`config.mk`:
```
export PLATFORM = sky130hd
export DESIGN_NAME = key_scan
export DESIGN_NICKNAME = d
export VERILOG_FILES = /design/src/rtl/key_scan_pkg.sv /design/src/rtl/key_channel.sv /design/src/rtl/key_scan.sv
export SDC_FILE = /design/constraint.sdc
export NUM_CORES = 1
export LEC_CHECK = 0
export ABC_CLOCK_PERIOD_IN_PS = 2600
export BUFFER_PORTS_ARGS = -buffer_cell sky130_fd_sc_hd__buf_2
export CAP_MARGIN = 20
export CELL_PAD_IN_SITES_DETAIL_PLACEMENT = 0
export CELL_PAD_IN_SITES_GLOBAL_PLACEMENT = 2
export CORE_ASPECT_RATIO = 0.9
export CORE_MARGIN = 8
export CORE_UTILIZATION = 35
export CTS_BUF_LIST = sky130_fd_sc_hd__clkbuf_2
export CTS_CLUSTER_SIZE = 10
export DETAILED_ROUTE_END_ITERATION = 12
export HOLD_SLACK_MARGIN = 0.05
export PLACE_DENSITY_LB_ADDON = 0.15
export SLEW_MARGIN = 10
export SYNTH_ARGS = -nofsm -noshare
export SYNTH_HDL_FRONTEND = slang
export SYNTH_SLANG_ARGS = --single-unit
```
`constraint.sdc`:
```
create_clock -name clk_32_768K -period 2.6 [get_ports clk_32_768K]
set_input_delay 0.26 -clock clk_32_768K [delete_from_list [all_inputs] [get_ports clk_32_768K]]
set_output_delay 0.26 -clock clk_32_768K [all_outputs]
set_load 0.01 [all_outputs]
```
`src/rtl/key_scan_pkg.sv`:
```
// key_scan_pkg: shared types for the push-button scanner.
// Channel FSM encoding and debounce/hold counter widths.
package key_scan_pkg;

  typedef enum logic [2:0] {
    IDLE        = 3'd0,
    PRESS_DEB   = 3'd1,
    HELD        = 3'd2,
    REPEAT      = 3'd3,
    RELEASE_DEB = 3'd4
  } ch_state_e;

  localparam int DEB_W  = 10;
  localparam int HOLD_W = 16;

endpackage

```
`src/rtl/key_channel.sv`:
```
// key_channel: one button - 2-flop sync, debounce FSM, hold timer.
// Ports: clk, rst_n, pin (raw) -> key_state and four 1-cycle pulses.
module key_channel
  import key_scan_pkg::*;
#(
  parameter bit ACTIVE_LOW     = 1'b1,
  parameter int DEBOUNCE_TICKS = 655,
  parameter int LONG_TICKS     = 32768,
  parameter int REPEAT_TICKS   = 8192
) (
  input  logic clk,
  input  logic rst_n,
  input  logic pin,
  output logic key_state,
  output logic press_pulse,
  output logic release_pulse,
  output logic long_pulse,
  output logic repeat_pulse
);

  localparam logic [DEB_W-1:0] DEB_MAX =
    DEB_W'(DEBOUNCE_TICKS);
  localparam logic [HOLD_W-1:0] LONG_LIM =
    HOLD_W'(LONG_TICKS - 1);
  localparam logic [HOLD_W-1:0] REP_LIM =
    HOLD_W'(REPEAT_TICKS - 1);
  // Synchroniser idles at the released pin level.
  localparam logic SYNC_RST = ACTIVE_LOW;

  logic [1:0]        sync;
  logic              raw_p;
  ch_state_e         state;
  ch_state_e         ret;
  logic [DEB_W-1:0]  deb;
  logic [HOLD_W-1:0] hold;

  always_ff @(posedge clk or negedge rst_n) begin
    if (!rst_n) begin
      sync <= {2{SYNC_RST}};
    end else begin
      sync <= {sync[0], pin};
    end
  end

  assign raw_p = ACTIVE_LOW ? ~sync[1] : sync[1];

  always_ff @(posedge clk or negedge rst_n) begin
    if (!rst_n) begin
      state         <= IDLE;
      ret           <= HELD;
      deb           <= '0;
      hold          <= '0;
      key_state     <= 1'b0;
      press_pulse   <= 1'b0;
      release_pulse <= 1'b0;
      long_pulse    <= 1'b0;
      repeat_pulse  <= 1'b0;
    end else begin
      press_pulse   <= 1'b0;
      release_pulse <= 1'b0;
      long_pulse    <= 1'b0;
      repeat_pulse  <= 1'b0;
      unique case (state)
        IDLE: begin
          if (raw_p) begin
            state <= PRESS_DEB;
            deb   <= DEB_W'(1);
          end
        end
        PRESS_DEB: begin
          if (!raw_p) begin
            state <= IDLE;
            deb   <= '0;
          end else if (deb >= DEB_MAX) begin
            state       <= HELD;
            key_state   <= 1'b1;
            press_pulse <= 1'b1;
            hold        <= '0;
            deb         <= '0;
          end else if (deb != '1) begin
            deb <= deb + 1'b1;
          end
        end
        HELD: begin
          if (!raw_p) begin
            state <= RELEASE_DEB;
            ret   <= HELD;
            deb   <= DEB_W'(1);
          end else if (hold == LONG_LIM) begin
            state      <= REPEAT;
            long_pulse <= 1'b1;
            hold       <= '0;
          end else begin
            hold <= hold + 1'b1;
          end
        end
        REPEAT: begin
          if (!raw_p) begin
            state <= RELEASE_DEB;
            ret   <= REPEAT;
            deb   <= DEB_W'(1);
          end else if (hold == REP_LIM) begin
            repeat_pulse <= 1'b1;
            hold         <= '0;
          end else begin
            hold <= hold + 1'b1;
          end
        end
        RELEASE_DEB: begin
          // Hold count is frozen so a glitch resumes timing.
          if (raw_p) begin
            state <= ret;
            deb   <= '0;
          end else if (deb >= DEB_MAX) begin
            state         <= IDLE;
            key_state     <= 1'b0;
            release_pulse <= 1'b1;
            deb           <= '0;
            hold          <= '0;
          end else if (deb != '1) begin
            deb <= deb + 1'b1;
          end
        end
        default: begin
          state <= IDLE;
        end
      endcase
    end
  end

endmodule

```
`src/rtl/key_scan.sv`:
```
// key_scan: NUM_KEYS debounced buttons for the watch controls.
// Ports: clk_32_768K, rst_n, Button_IN -> key_state and pulse buses.
module key_scan
  import key_scan_pkg::*;
#(
  parameter int NUM_KEYS       = 4,
  parameter bit ACTIVE_LOW     = 1'b1,
  parameter int DEBOUNCE_TICKS = 655,
  parameter int LONG_TICKS     = 32768,
  parameter int REPEAT_TICKS   = 8192
) (
  input  logic                clk_32_768K,
  input  logic                rst_n,
  input  logic [NUM_KEYS-1:0] Button_IN,
  output logic [NUM_KEYS-1:0] key_state,
  output logic [NUM_KEYS-1:0] press_pulse,
  output logic [NUM_KEYS-1:0] release_pulse,
  output logic [NUM_KEYS-1:0] long_pulse,
  output logic [NUM_KEYS-1:0] repeat_pulse
);

  if (DEBOUNCE_TICKS < 1 ||
      DEBOUNCE_TICKS >= (1 << DEB_W) ||
      LONG_TICKS <= DEBOUNCE_TICKS ||
      LONG_TICKS > (1 << HOLD_W) ||
      REPEAT_TICKS < 1 ||
      REPEAT_TICKS > (1 << HOLD_W)) begin : g_bad_params
    $error("key_scan: illegal tick parameters");
  end

  for (genvar i = 0; i < NUM_KEYS; i++) begin : g_ch
    key_channel #(
      .ACTIVE_LOW     (ACTIVE_LOW),
      .DEBOUNCE_TICKS (DEBOUNCE_TICKS),
      .LONG_TICKS     (LONG_TICKS),
      .REPEAT_TICKS   (REPEAT_TICKS)
    ) u_ch (
      .clk           (clk_32_768K),
      .rst_n         (rst_n),
      .pin           (Button_IN[i]),
      .key_state     (key_state[i]),
      .press_pulse   (press_pulse[i]),
      .release_pulse (release_pulse[i]),
      .long_pulse    (long_pulse[i]),
      .repeat_pulse  (repeat_pulse[i])
    );
  end

endmodule
```
==> flow_summary.json <==
{
  "status": "completed",
  "port_buffers": 25,
  "yosysWarningCount": 0,
  "setup_tns_ns": 0,
  "min_path_type": "input pin to flip-flop",
  "rr_worst_depth": 7,
  "whs_path_depth": 2,
  "use_met2_pct": 21.99,
  "grt_use_met1_pct": 19.56,
  "min_period_over_period_pct": 90.84,
  "overflow": 0,
  "via_per_inst": 5.566,
  "grt_max_degree": 50,
  "r2r-end": "g_ch[2].u_ch.hold[10]",
  "core_area_um2": 23340,
  "start_util_pct": 35.59,
  "wl_per_cell_um": 16.15,
  "worstSkewPairLatency_ns": 0.72,
  "crit_required_ns": 3.22,
  "ys_seq_area_share_pct": 44.70,
  "drtPass1Iterations": 5,
  "startpoint_type": "flip-flop",
  "ioPinCount": 26,
  "finalSetupViolations": 0,
  "grt_pass1_wl_mm": 33.93,
  "grt_usage_pct": 14.03,
  "final_hold_viol_count": 0,
  "clock-root-buffer": "clkbuf_2",
  "synth-edff-count": 0,
  "endpoint_kind": "flip-flop",
  "fp-row-count": 53,
  "clk_pin_slew_ns": 0.23,
  "layout-drive-gt1-share_pct": 15.42,
  "worstPathArrival_ns": 2.98,
  "antenna_found_initial": 1,
  "via_count": 6824,
  "post-route-min-period_ns": 2.362,
  "die_h_um": 162.2,
  "whs_endpoint": "g_ch[1].u_ch.sync[0]",
  "htree_levels": 4,
  "drt_iter0_drc": 473,
  "leakagePower_nw": 3.891,
  "synth_cell_types": 88,
  "r2r_start": "g_ch[2].u_ch.hold[1]",
  "area_delta_synth_final_pct": 9.398,
  "syn_area_um2": 8308,
  "synthDominantCellAreaShare_pct": 42.17,
  "synth.top_cells.by_count": "140 x dfrtp_1, 81 x nand2_1, 74 x nor2_1",
  "cellPowerDensity_nw_per_um2": 497.1,
  "cts_tree": "yes",
  "async_reset_ff_share_pct": 100.0,
  "cp_cell_sequence": "ha_1 -> nand3_1 -> nor4_4 -> a311oi_2 -> buf_4 -> a21o_1 -> a22o_1",
  "die_area_um2": 28930,
  "cts_made_buffers": 17,
  "timing.fmax_ghz": 0.4234,
  "slew-limit-headroom_pct": 44.74,
  "postRouteWirelength_mm": 19.80,
  "die_w_um": 178.4,
  "synth_area_leaders": "dfrtp_1 42%, nand2_1 3.7%, nor2_1 3.3%, nand3_1 3.3%, a21oi_1 3.2%",
  "grt_use_met3_pct": 3.249,
  "grt_busiest_layer": "met2",
  "dp_hpwl_mm": 13.38,
  "finalMaxSlewViolations": 0,
  "maxCapViolCount": 0,
  "synth_seq_cells": 148,
  "path_class": "flip-flop to flip-flop",
  "fin_nets": 923,
  "grt_pass1_vias": 6653,
  "remaining_drc_errors": 0,
  "cts_buffer_depth": 2,
  "place_congestion": 0.7852,
  "critPathSlowestCell": "nor4_4",
  "worst_slew_pin_slew_ns": 0.8289,
  "yosysMostFrequentCell": "dfrtp_1",
  "synthCells": 886,
  "clock_skew_ns": 0.05326,
  "cts_sinks": 148,
  "rsz0062_at_grt": "no",
  "ir_drop_mv": 0.2540,
  "syn_area_per_cell_um2": 9.377,
  "r2r_setup_slack_ns": 0.24,
  "yosysTopAreaCell": "dfrtp_1",
  "crit_fanout": 9,
  "max_stage_delay_ns": 0.48,
  "min_from": "Button_IN[1]",
  "synth_nets": 900,
  "holdWs_ns": 0.1672,
  "synthFlopType": "dfrtp_1",
  "postRouteAntennaNets": 0
}
==> area by class of cell <==
type                            instances  area, µm²
Sequential cell                       148       3714
Clock inverter                         10      181.4
Fill cell                            2332      14250
Inverter                               26      97.59
Multi-Input combinational cell        655       4163
Clock buffer                           21      105.1
Tap cell                              302      377.9
Antenna cell                            3      7.507
Timing Repair Buffer                   61      442.9
==> repair_timing <==
action	in CTS	in global routing
hold buffers	7	0
resized for setup	1	0
setup endpoints to repair	2	0
setup buffers	0	0
endpoints found under the hold margin	137	0
==> metal layers <==
metal	vias to the layer above	part of all wire [%]
li1	3355	-
met1	3372	50
met2	87	46
met3	10	3.4
met4	0	0.61
met5	-	0
==> registers in the layout, indices dropped and copies added, names as in the netlist, 8 cells and up <==
signal           count
g_ch.u_ch.hold      64
g_ch.u_ch.deb       40
g_ch.u_ch.state     12
g_ch.u_ch.sync       8
==> layout by cell type, fill, tap and decap left out, types with 9 or more instances in the layout <==
master and count:
nand3_1 55, buf_2 24, nor4_1 11, buf_4 26, and3_1 20, o21ai_0 47
nand2b_1 12, inv_1 25, nand4_1 18, nor3_1 21, nand2_1 81, dfrtp_1 140
clkbuf_2 21, a22o_1 13, a21o_1 15, o21a_1 9, a31oi_1 18, nor2_1 74
a221o_1 10, a21oi_1 53
==> worst max path at each step <==
stage                     slack, ns                 start               endpoint  cells past startpoint
after floorplan                0.57   g_ch[0].u_ch.deb[0]  g_ch[0].u_ch.hold[15]                      6
after detailed placement      0.004   g_ch[3].u_ch.deb[6]    g_ch[3].u_ch.deb[5]                      5
after global routing           0.06   g_ch[1].u_ch.deb[0]   g_ch[1].u_ch.hold[8]                      6
after global placement         0.14   g_ch[3].u_ch.deb[6]    g_ch[3].u_ch.deb[2]                      5
after CTS                      0.12   g_ch[3].u_ch.deb[6]   g_ch[3].u_ch.hold[3]                      5
final                          0.24  g_ch[2].u_ch.hold[1]  g_ch[2].u_ch.hold[10]                      7
==> power breakdown <==
| group | total (W) | internal, W | switching, W |
|---|---|---|---|
| Combinational | 0.000458 | 0.000191 | 0.000266 |
| Sequential | 0.00246 | 0.00237 | 0.0000877 |
| Clock | 0.00160 | 0.000736 | 0.000867 |
==> through the flow <==
| step | std cells | utilization, % | power [W] | setup WS (ns) | instance area (µm²) |
|---|---|---|---|---|---|
| after floorplan | 886 | - | 0.002771 | 0.5745 | 8308 |
| after global placement | 1183 | 37.24 | 0.002922 | 0.1425 | 8693 |
| after detailed placement | 1183 | 37.24 | 0.002947 | 0.003757 | 8693 |
| after CTS | 1221 | 38.79 | 0.004590 | 0.1197 | 9055 |
| after global routing | 1226 | 38.94 | 0.004753 | 0.06183 | 9089 |
| final | 1226 | 38.94 | 0.004518 | 0.2383 | 9089 |
==> cells by family after synthesis <==
logic type,count (synthesis),synth area share [%]
compound gates,252,21.81
xor+xnor,12,1.265
fa+ha+maj,8,1.205
buf+inv,83,5.256
flops,148,44.70
mux,14,1.792
simple gates,369,23.98
==> worst max-delay path: cells and delay by family, from the launching register on <==
| family | cells | cell delay (ns) |
|---|---|---|
| fa+ha+maj | 1 | 0.22 |
| buf+inv | 1 | 0.26 |
| simple gates | 2 | 0.67 |
| flops | 1 | 0.45 |
| compound gates | 3 | 0.67 |
Note: power is estimated with default switching activity, not from simulation.
